`src/rtl/compressor_pkg.sv`:
```
// Shared types and sizing for the zero-run activation compressor.
// Latency: n/a (declarations only).
// Backpressure: n/a.
package compressor_pkg;

  // Memory word width in bytes; each 16-bit token occupies two bytes.
  localparam int MEM_BANDWIDTH = 8;
  localparam int WORD_W        = MEM_BANDWIDTH * 8;
  localparam int TOK_W         = 16;
  localparam int SLOTS         = MEM_BANDWIDTH / 2;
  localparam int SLOT_IDX_W    = $clog2(SLOTS + 1);

  // A token stands for zero_run zeros followed by one value byte.
  typedef struct packed {
    logic [7:0] zero_run;
    logic [7:0] value;
  } compress_token_t;

  typedef enum logic [1:0] {
    IDLE  = 2'd0,
    RUN   = 2'd1,
    FLUSH = 2'd2,
    DONE  = 2'd3
  } compressor_state_t;

endpackage

```
`src/rtl/compressor_if.sv`:
```
// Activation stream in, packed memory words out.
// Latency: n/a (signal bundle).
// Backpressure: compressor_ready on the stream side, mem_req/mem_ack on the memory side.
interface compressor_if;
  import compressor_pkg::*;

  logic              ofmap_valid;
  logic [7:0]        ofmap_data;
  logic              ofmap_last;
  logic              compressor_ready;
  logic              mem_req;
  logic [WORD_W-1:0] mem_data;
  logic              mem_ack;

  // The compressor side.
  modport slave (
    input  ofmap_valid, ofmap_data, ofmap_last, mem_ack,
    output compressor_ready, mem_req, mem_data
  );

  // The producer/memory side.
  modport master (
    output ofmap_valid, ofmap_data, ofmap_last, mem_ack,
    input  compressor_ready, mem_req, mem_data
  );

endinterface

```
`src/rtl/compressor_packer.sv`:
```
// Packs tokens into memory words (slot 0 first), pads on flush, holds one word for the memory handshake.
// Latency: a full word reaches mem_req one edge after its last slot is written.
// Backpressure: stall when both assembly word and output buffer are full; stall never depends on mem_ack.
module compressor_packer
  import compressor_pkg::*;
(
  input  logic              clk,
  input  logic              rst,
  input  logic              clear,
  input  logic              tok_vld,
  input  compress_token_t   tok,
  input  logic              flush,
  output logic              stall,
  output logic              idle,
  output logic              mem_req,
  output logic [WORD_W-1:0] mem_data,
  input  logic              mem_ack
);

  logic [SLOT_IDX_W-1:0] slot_q;
  logic [WORD_W-1:0]     asm_q;
  logic [WORD_W-1:0]     buf_q;
  logic                  buf_full_q;
  logic                  asm_full;
  logic                  move;

  assign asm_full = (slot_q == SLOT_IDX_W'(SLOTS));
  // The buffer can take the assembly word when empty or emptying this edge.
  assign move     = asm_full & (~buf_full_q | mem_ack);
  assign stall    = asm_full & buf_full_q;
  assign idle     = (slot_q == '0) & ~buf_full_q;
  assign mem_req  = buf_full_q;
  assign mem_data = buf_q;

  // Output buffer: loaded from the assembly word, released on ack.
  always_ff @(posedge clk) begin
    if (rst || clear) begin
      buf_q      <= '0;
      buf_full_q <= 1'b0;
    end else if (move) begin
      buf_q      <= asm_q;
      buf_full_q <= 1'b1;
    end else if (mem_ack && buf_full_q) begin
      buf_full_q <= 1'b0;
    end
  end

  // Assembly word: unused slots stay zero, so padding only advances the slot index.
  always_ff @(posedge clk) begin
    if (rst || clear) begin
      asm_q  <= '0;
      slot_q <= '0;
    end else if (move) begin
      asm_q  <= tok_vld ? WORD_W'(tok) : '0;
      slot_q <= tok_vld ? SLOT_IDX_W'(1) : '0;
    end else if (tok_vld) begin
      // Upstream only issues a token here when the assembly word has room.
      asm_q[32'(slot_q)*TOK_W +: TOK_W] <= tok;
      slot_q                            <= slot_q + SLOT_IDX_W'(1);
    end else if (flush && slot_q != '0) begin
      slot_q <= SLOT_IDX_W'(SLOTS);
    end
  end

endmodule

```
`src/rtl/compressor.sv`:
```
// Zero-run-length compressor: activations -> {run,value} tokens -> packed memory words; COMPRESSOR_STATS_EN adds zero_count.
// Latency: a token is formed on the accepting edge; its word appears once the word fills or the layer flushes.
// Backpressure: compressor_ready drops while assembly word and output buffer are both full.
module compressor
  import compressor_pkg::*;
(
  input  logic         clk,
  input  logic         rst,
  input  logic         start,
  compressor_if.slave  bus,
  output logic         done,
  output logic [23:0]  token_count,
  output logic [23:0]  zero_count
);

  compressor_state_t state_q, state_d;
  logic [7:0]        run_q;
  logic [23:0]       token_cnt_q;
  logic              accept;
  logic              is_zero;
  logic              tok_vld;
  compress_token_t   tok;
  logic              clear;
  logic              flush;
  logic              stall;
  logic              pk_idle;

  assign bus.compressor_ready = (state_q == RUN) & ~stall;
  assign accept  = bus.ofmap_valid & bus.compressor_ready;
  assign is_zero = (bus.ofmap_data == 8'h00);
  // A full run of 255 plus this zero is emitted as {255, 0x00}.
  assign tok_vld = accept & (bus.ofmap_last | ~is_zero | (run_q == 8'hFF));
  assign tok     = '{zero_run: run_q, value: bus.ofmap_data};
  assign token_count = token_cnt_q;

  // FSM state register.
  always_ff @(posedge clk) begin
    if (rst) state_q <= IDLE;
    else     state_q <= state_d;
  end

  // FSM next state and control strobes.
  always_comb begin
    state_d = state_q;
    clear   = 1'b0;
    flush   = 1'b0;
    done    = 1'b0;
    case (state_q)
      IDLE: begin
        if (start) begin
          clear   = 1'b1;
          state_d = RUN;
        end
      end
      RUN: begin
        if (accept && bus.ofmap_last) state_d = FLUSH;
      end
      FLUSH: begin
        flush = 1'b1;
        if (pk_idle) state_d = DONE;
      end
      DONE: begin
        done    = 1'b1;
        state_d = IDLE;
      end
      default: state_d = IDLE;
    endcase
  end

  // Zero-run counter: cleared by every emitted token.
  always_ff @(posedge clk) begin
    if (rst || clear)         run_q <= '0;
    else if (tok_vld)         run_q <= '0;
    else if (accept)          run_q <= run_q + 8'd1;
  end

  // Token counter, saturating; holds after the layer until the next start.
  always_ff @(posedge clk) begin
    if (rst || clear)                        token_cnt_q <= '0;
    else if (tok_vld && token_cnt_q != '1)   token_cnt_q <= token_cnt_q + 24'd1;
  end

`ifdef COMPRESSOR_STATS_EN
  logic [23:0] zero_cnt_q;

  // Zero activation counter, saturating.
  always_ff @(posedge clk) begin
    if (rst || clear)                                  zero_cnt_q <= '0;
    else if (accept && is_zero && zero_cnt_q != '1)    zero_cnt_q <= zero_cnt_q + 24'd1;
  end

  assign zero_count = zero_cnt_q;
`else
  assign zero_count = '0;
`endif

  compressor_packer u_packer (
    .clk      (clk),
    .rst      (rst),
    .clear    (clear),
    .tok_vld  (tok_vld),
    .tok      (tok),
    .flush    (flush),
    .stall    (stall),
    .idle     (pk_idle),
    .mem_req  (bus.mem_req),
    .mem_data (bus.mem_data),
    .mem_ack  (bus.mem_ack)
  );

endmodule

```
`src/flat_wrapper.sv`:
```
// flat-port wrapper written by rule: the top's interface ports become plain ports
module compressor_flat import compressor_pkg::*;
  (clk, rst, start, done, token_count, zero_count, bus_ofmap_valid, bus_ofmap_data, bus_ofmap_last, bus_mem_ack, bus_compressor_ready, bus_mem_req, bus_mem_data);
  compressor_if bus_i ();
  input  logic clk;
  input  logic rst;
  input  logic start;
  output logic done;
  output logic [23:0] token_count;
  output logic [23:0] zero_count;
  input wire logic [$bits(bus_i.ofmap_valid)-1:0] bus_ofmap_valid;
  input wire logic [$bits(bus_i.ofmap_data)-1:0] bus_ofmap_data;
  input wire logic [$bits(bus_i.ofmap_last)-1:0] bus_ofmap_last;
  input wire logic [$bits(bus_i.mem_ack)-1:0] bus_mem_ack;
  output wire logic [$bits(bus_i.compressor_ready)-1:0] bus_compressor_ready;
  output wire logic [$bits(bus_i.mem_req)-1:0] bus_mem_req;
  output wire logic [$bits(bus_i.mem_data)-1:0] bus_mem_data;
  assign bus_i.ofmap_valid = bus_ofmap_valid;
  assign bus_i.ofmap_data = bus_ofmap_data;
  assign bus_i.ofmap_last = bus_ofmap_last;
  assign bus_i.mem_ack = bus_mem_ack;
  assign bus_compressor_ready = bus_i.compressor_ready;
  assign bus_mem_req = bus_i.mem_req;
  assign bus_mem_data = bus_i.mem_data;
  compressor u_core (.clk(clk), .rst(rst), .start(start), .bus(bus_i), .done(done), .token_count(token_count), .zero_count(zero_count));
endmodule
```
`config.mk`:
```
export PLATFORM = sky130hd
export DESIGN_NAME = compressor_flat
export DESIGN_NICKNAME = d
export VERILOG_FILES = /design/src/rtl/compressor_pkg.sv /design/src/rtl/compressor_if.sv /design/src/rtl/compressor_packer.sv /design/src/rtl/compressor.sv /design/src/flat_wrapper.sv
export SDC_FILE = /design/constraint.sdc
export NUM_CORES = 1
export LEC_CHECK = 0
export ABC_AREA = 0
export BUFFER_PORTS_ARGS = -buffer_cell sky130_fd_sc_hd__buf_4
export CORE_MARGIN = 2
export CORE_UTILIZATION = 40
export DETAILED_ROUTE_END_ITERATION = 7
export PLACE_DENSITY = 0.63
export SLEW_MARGIN = 20
export SYNTH_ARGS = -nofsm -noshare
export SYNTH_HDL_FRONTEND = slang
export SYNTH_SLANG_ARGS = --single-unit
```
`constraint.sdc`:
```
create_clock -name clk -period 4.45 [get_ports clk]
set_clock_uncertainty 0.15 [all_clocks]
set_input_delay 0.2225 -clock clk [delete_from_list [all_inputs] [get_ports clk]]
set_output_delay 0.2225 -clock clk [all_outputs]
set_load 0.005 [all_outputs]
```
==> metrics.txt, run 1 <==
status completed; Worst-Margin Slew 1020 ps; Die W 134 µm; Register-to-Register Path Depth 9; Clock transition at path regs about 60 ps; Worst path max stage delay 540 ps; DRT Pass-1 Iters 5; Site Rows 47; DR WL/cell 15.4 µm; DRC Markers 0; critical path arrival 3420 ps; P_sw 1070 µW; post-layout min period 3250 ps; crit-path max FO 16; GRT Overall Usage 19.1%; synthesized area 6790 µm²; Area growth, synth to finish 21.9%; Mean Syn Cell Area 8.57 µm²; Post-Route Setup TNS 0 ps; Antenna Nets Post-Route 0; DR iter-0 viols 365; Setup CP Type flop to flop; Startpoint Class flop; Slew HR between 30% and 40%; worst-path cell chain inv_1, ha_1, ha_1, a21boi_1, nand2_1, a21oi_2, buf_4, a31oi_4, a22o_1; Async S/R FF share, synth 0%; post-CTS sizing 0; switching part of the total 29.9%; area of the core 16600 µm²; crit share post-route 73.1%; Slew Limit Fails 0; Clock Latency Late Sink around 430 ps; global-route wire length before repair approximately 27 mm; GRT overflow 0; IO buf count between 100 and 150; layout cells sized above 1 about 18%; vias per inst 5.23; Setup Viol. Count Final 0; P_leak between 0.003 and 0.004 µW; sequential power share 43.0%; antenna fix cells 0; r2r setup slk between 1000 and 1500 ps; Die Y 134 µm; number of setup buffers added after CTS 0; Hold Vio Cnt, Final 0; Setup crit end u_core.u_packer.asm_q[54]$_SDFFE_PP0P_; largest net degree at the start of global routing 88; Hold Crit Class primary input to flop; #FFs+latches synth 166; critical path's slowest cell a21oi_2; Starting Density between 40 and 50%; Max IR drop VDD 0.000281 V; sequential area share after synthesis 48.9%; CTS tree yes; final core utilization 49.9%; Internal 2510 µW; Clk pwr share 41.7%; drt total wl 17.0 mm; CTS buffer count 17; unique cell type count in the Yosys netlist 52; Root Buffer clkbuf_16; Max Freq about 310 MHz; EDFF count, synth 0; PD cells 432 nW/µm²; Detail Placement HPWL 11.2 mm; initial antenna violation count 0; H-tree Lvls 4; vias post-DR ~5800; max_cap viols 0; worst r2r src u_core.u_packer.slot_q[0]$_SDFFE_PP0P_; Fillers 1611; Yosys warning total 0; Place WS about 1200 ps; Nets 904; RSZ-0062 raised after global routing false; die area 18000 µm²; CP Capture Type flop; clock buffer depth 2; clock sinks 166; crit path from u_core.u_packer.slot_q[0]$_SDFFE_PP0P_; I/O pins 129; Post-Synthesis Cells around 800; Worst Path Required roughly 4600 ps; number of global-route vias before repair 5347; GPL Wtd Cong 0.794; Post-synth top flop dfxtp_1; worst r2r dst u_core.u_packer.asm_q[54]$_SDFFE_PP0P_; crit-path most repeated cell ha_1; Comb power frac between 10% and 20%; min setup slack post-route 1200 ps
[per-stage QoR]
stage | hold slack (ps) | instances | total power [µW] | area (µm²)
CTS | 22.5 | 1110 | 3610 | 8280
global placement | 277 | 1069 | 2110 | 7590
detailed placement | 279 | 1069 | 2120 | 7590
global route | 30.1 | 1110 | 3730 | 8280
floorplan | 145 | 815 | 1990 | 6880
finish | 22.1 | 1110 | 3580 | 8280
[sequential cells by signal (all words and copies together), names as in the netlist]
| signal | count |
|---|---|
| u_core.state_q | 2 |
| u_core.token_count | 24 |
| u_core.u_packer.slot_q | 3 |
| u_core.run_q | 8 |
| u_core.u_packer.mem_req | 1 |
| u_core.u_packer.asm_q | 64 |
| u_core.u_packer.mem_data | 64 |
[worst min-delay path by stage]
stage | to | cells past startpoint | startpoint | slack, ps
4_1_cts | u_core.u_packer.mem_req$_SDFFE_PP0P_ | 3 | bus_mem_ack | 20
3_5_place_dp | u_core.state_q[1]$_SDFFE_PP0P_ | 2 | rst | 280
2_1_floorplan | u_core.state_q[1]$_SDFFE_PP0P_ | 1 | rst | 140
3_3_place_gp | u_core.state_q[0]$_SDFFE_PP0P_ | 2 | rst | 280
5_1_grt | u_core.u_packer.mem_req$_SDFFE_PP0P_ | 3 | bus_mem_ack | 30
6_report | u_core.u_packer.mem_req$_SDFFE_PP0P_ | 3 | bus_mem_ack | 20
[cells by family (layout without fill, tap and decap cells)]
kind of cell,after synthesis,in the layout,synth area share (%)
AOI/OAI and AO/OA,209,209,19.3
xor gates and xnor gates,7,7,0.903
adders and majority gates,13,13,2.40
buffers and inverters,88,163,6.76
DFF,166,166,48.9
muxes,2,2,0.295
other,1,24,0.0552
and+or+nand+nor,306,306,21.4
[final cells by class]
cell class	count	area [µm²]	share of cell area (%)
Timing Repair Buffer	123	946	11.4
Sequential cell	166	3320	40.2
Inverter	8	30.0	0.363
Clock inverter	12	141	1.71
Clock buffer	20	457	5.52
Tap cell	220	275	3.33
Multi-Input combinational cell	561	3100	37.5
[cell usage after synthesis (2+ instances only)]
| library cell | n | share of area, % |
|---|---|---|
| a31oi_1 | 4 | 0.37 |
| ha_1 | 13 | 2.4 |
| or4_1 | 9 | 0.99 |
| or3_1 | 5 | 0.46 |
| nand2_1 | 170 | 9.4 |
| a211oi_1 | 2 | 0.22 |
| nor4_1 | 3 | 0.28 |
| nor4_2 | 2 | 0.37 |
| and4_1 | 6 | 0.77 |
| nor2_1 | 22 | 1.2 |
| nand4b_1 | 4 | 0.52 |
| and3_1 | 9 | 0.83 |
| mux2i_1 | 2 | 0.29 |
| inv_1 | 8 | 0.44 |
| nand3_1 | 47 | 3.5 |
| a22o_1 | 32 | 4.1 |
| xor2_1 | 4 | 0.52 |
| buf_1 | 9 | 0.50 |
| a31oi_4 | 2 | 0.63 |
| o41ai_1 | 4 | 0.52 |
| o21ai_0 | 13 | 0.96 |
| dfxtp_1 | 166 | 49 |
| o21a_1 | 3 | 0.33 |
| nor3_1 | 4 | 0.29 |
| clkbuf_1 | 33 | 1.8 |
| a21oi_1 | 102 | 7.5 |
| o31a_1 | 2 | 0.26 |
| buf_2 | 7 | 0.52 |
| nand4_1 | 11 | 1.0 |
| and2_1 | 3 | 0.28 |
| a41o_1 | 3 | 0.44 |
| o31ai_1 | 8 | 0.88 |
| nand2b_1 | 5 | 0.46 |
| buf_4 | 30 | 3.3 |
| o21ai_1 | 26 | 1.9 |
| xnor2_1 | 3 | 0.39 |
[layout by cell type, fill, tap and decap left out, types with 5 or more instances in the layout]
cell / Yosys / final
nor2_1: 22 / 22
and4_1: 6 / 6
inv_1: 8 / 8
nand3_1: 47 / 47
nand2b_1: 5 / 5
clkbuf_16: 0 / 17
buf_4: 30 / 114
or4_1: 9 / 9
or3_1: 5 / 5
o21ai_1: 26 / 26
nand2_1: 170 / 169
dlygate4sd3_1: 0 / 9
dfxtp_1: 166 / 166
a22o_1: 32 / 32
nand4_1: 11 / 11
conb_1: 1 / 24
and3_1: 9 / 9
o31ai_1: 8 / 8
a21oi_1: 102 / 101
ha_1: 13 / 13
o21ai_0: 13 / 13
[power by group through the flow]
stage	logic, µW	clock network (µW)	registers, µW
after floorplan	431	0	1560
after global placement	541	0	1570
after detailed placement	548	0	1570
after CTS	554	1510	1540
after global routing	607	1580	1540
final	547	1490	1540
[worst max-delay path: cells and delay by family (launching register included)]
kind                     cells  cell delay (ps)
flip-flops                   1              430
buffers and inverters        2              430
adder cells (fa/ha/maj)      2              470
AND/OR/NAND/NOR              1              230
AO/OA/AOI/OAI                4             1420
[per-layer routing]
metal	GRT usage, %	share of wire, %
met4	5.61	0.94
met3	4.69	5.0
met1	25.3	46
met2	31.0	48
met5	0	0
[what timing repair did]
action | 4_1_cts | 5_1_grt
endpoints found under the setup margin | 0 | 0
hold buffers | 9 | 0
hold endpoints to repair | 34 | 0
No activity file was read; power rests on OpenSTA's default activity.
==> inputs of run 2 (changes only) <==
PLACE_DENSITY = 0.65   (was 0.63)
clock period = 2.85 ns   (was 4.45 ns; I/O delays follow)
==> run 2 against run 1 <==
Final cell count increased by 1.5%. Setup slack worse by 1000 ps. Flip-flop and latch count is the same. Sequential share of layout area fell by 0.59 points. Core utilization up 0.74 points. Global-route usage increased by 0.16 points. Register-to-register slack lost 1000 ps. Via count is 0.29% higher. Sequential power is 56% higher. Critical endpoint is now u_core.token_count[8]$_SDFFE_PP0P_. Largest cell class unchanged. Largest power group unchanged.
==> metrics.txt, run 2 (synthesized netlist as in run 1, its figures left out) <==
Setup Viol. Count Final 0 (unchanged); worst r2r dst u_core.token_count[8]$_SDFFE_PP0P_ (was u_core.u_packer.asm_q[54]$_SDFFE_PP0P_); Antenna Nets Post-Route 0 (unchanged); critical path arrival 2880 ps (was 3420 ps); Final Cell Area 8400 µm² (was 8280 µm²); CP Capture Type flop (unchanged); vias per inst 5.17 (was 5.23); DR iter-0 viols 360 (was 365); CTS buffer count 17 (unchanged); DR WL/cell 15.6 µm (was 15.4 µm); hold worst-path end u_core.run_q[1]$_SDFFE_PP0N_ (was u_core.u_packer.mem_req$_SDFFE_PP0P_); worst-path cell chain inv_1, ha_1, ha_1, a21boi_1, nand2_2, a21o_4, or4_1, a21oi_1 (was inv_1, ha_1, ha_1, a21boi_1, nand2_1, a21oi_2, buf_4, a31oi_4, a22o_1); Hold Vio Cnt, Final 0 (unchanged); clock buffer depth 2 (unchanged); I/O pins 129 (unchanged); crit share post-route 94.0% (was 73.1%); Startpoint Class flop (unchanged); Clock Latency Late Sink 430 ps (about the same); CP bufs+invs 1 (was 2); Area growth, synth to finish 23.7% (was 21.9%); PD cells 661 nW/µm² (was 432 nW/µm²); Slew HR 38.7% (was 32.2%); largest net degree at the start of global routing 88 (unchanged); status completed (unchanged); Worst Hold Depth 4 (was 3); number of global-route vias before repair 5263 (was 5347); Worst path max stage delay 520 ps (was 540 ps); max_cap viols 0 (unchanged); worst r2r src u_core.u_packer.slot_q[0]$_SDFFE_PP0P_ (unchanged); Die W 134 µm (unchanged); Worst path top cell family by delay compound AO/OA/AOI/OAI gates (unchanged); Worst Path Required 3050 ps (was 4610 ps); Hold Crit Class primary input to flop (unchanged); antenna fix cells 0 (unchanged); critical path's slowest cell or4_1 (was a21oi_2); Post-Route Setup TNS 0 ps (unchanged); post-layout min period 2680 ps (was 3250 ps); GRT Overall Usage 19.3% (was 19.1%); GRT overflow 0 (unchanged); Power Total 5550 µW (was 3580 µW); most frequent cells in the layout nand2_1 (168), dfxtp_1 (166), buf_4 (129) (was nand2_1 (169), dfxtp_1 (166), buf_4 (114)); clock sinks 166 (unchanged); IO buf count 104 (unchanged); Worst-Margin Slew 920 ps (was 1020 ps); crit-path max FO 17 (was 16); number of setup buffers added after CTS 0 (unchanged); vias post-DR 5821 (was 5804); Die Y 134 µm (unchanged); global-route wire length before repair 27.6 mm (was 27.5 mm); DRT Pass-1 Iters 5 (unchanged); HP Start bus_ofmap_valid (was bus_mem_ack); Detail Placement HPWL 11.4 mm (was 11.2 mm); initial antenna violation count 0 (unchanged); area of the core 16600 µm² (unchanged); Setup CP Type flop to flop (unchanged); r2r setup slk 170 ps (was 1200 ps); die area 18000 µm² (unchanged); Max IR drop VDD 0.000429 V (was 0.000281 V); CTS tree yes (unchanged); P_leak 0.00311 µW (was 0.00304 µW); crit-path most repeated cell ha_1 (unchanged); Site Rows 47 (unchanged); WHS 0.177 ps (was 22.1 ps); H-tree Lvls 4 (unchanged); Register-to-Register Path Depth 8 (was 9); RSZ-0062 raised after global routing false (unchanged); GPL Wtd Cong 0.841 (was 0.794); layout cells sized above 1 19.4% (was 18.1%); Max Freq 373 MHz (was 307 MHz); DRC Markers 0 (unchanged); area post-placement 7720 µm² (was 7590 µm²); Root Buffer clkbuf_16 (unchanged); Starting Density 40.9% (unchanged); commonest non-fill, non-tap cell in the layout nand2_1 (unchanged); Clock transition at path regs 60 ps (about the same); Slew Limit Fails 0 (unchanged); Nets 922 (was 904); drt total wl 17.5 mm (was 17.0 mm)
-- run 2: cell types whose count changed in the layout (fill, tap and decap cells not counted), sizes merged --
cell and delta:
dlygate4sd3 +1, a21o +1, clkinvlp +1, buf +16, inv -1, clkinv -1
-- run 2: final cells by class --
type	instances	area [µm²]
well taps	220	275
clock inverters	11	124
multi-input cells	562	3120
clock buffers	20	437
fillers	1621	8190
inverters	8	30.0
repair buffers	140	1090
flip-flops and latches	166	3320
-- run 2: worst min-delay path, cell delays in order --
cell	delay [ps]
buf_4	110
nand2_2	120
nand2_1	100
a21oi_1	60
-- run 2: worst max path at each step --
stage                     depth (start not counted)  slack, ps                                      to                                    from
final                                             8        170      u_core.token_count[8]$_SDFFE_PP0P_  u_core.u_packer.slot_q[0]$_SDFFE_PP0P_
after global routing                              9         30     u_core.token_count[23]$_SDFFE_PP0P_  u_core.u_packer.slot_q[0]$_SDFFE_PP0P_
after CTS                                         8         20      u_core.token_count[8]$_SDFFE_PP0P_  u_core.u_packer.slot_q[0]$_SDFFE_PP0P_
after detailed placement                          8         40      u_core.token_count[8]$_SDFFE_PP0P_  u_core.u_packer.slot_q[0]$_SDFFE_PP0P_
after global placement                            8        140     u_core.token_count[20]$_SDFFE_PP0P_  u_core.u_packer.slot_q[0]$_SDFFE_PP0P_
after floorplan                                   9        130  u_core.u_packer.asm_q[26]$_SDFFE_PP0P_  u_core.u_packer.slot_q[0]$_SDFFE_PP0P_
-- run 2: timing repair --
action                     CTS  global route
hold endpoints to repair    35             0
setup endpoints to repair    0            50
hold buffers                10             0
resized for setup            0             2
-- run 2: per-layer routing --
layer / global-route usage (%) / routed length (µm)
met1: 25.3 / 8120
met2: 31.3 / 8280
met3: 4.65 / 870
met4: 6.37 / 273
met5: 0 / 0
-- run 2: per-stage QoR --
stage | utilization, % | setup WS [ps] | instances
floorplan | - | 127 | 815
global placement | 46.6 | 137 | 1085
detailed placement | 46.6 | 36.1 | 1085
CTS | 50.5 | 19.4 | 1126
global route | 50.6 | 32.9 | 1127
finish | 50.6 | 172 | 1127
-- run 2: power breakdown --
| group | total [µW] | internal [µW] | switching [µW] |
|---|---|---|---|
| clock network | 2230 | 1290 | 940 |
| logic | 921 | 252 | 670 |
| registers | 2400 | 2360 | 43.3 |
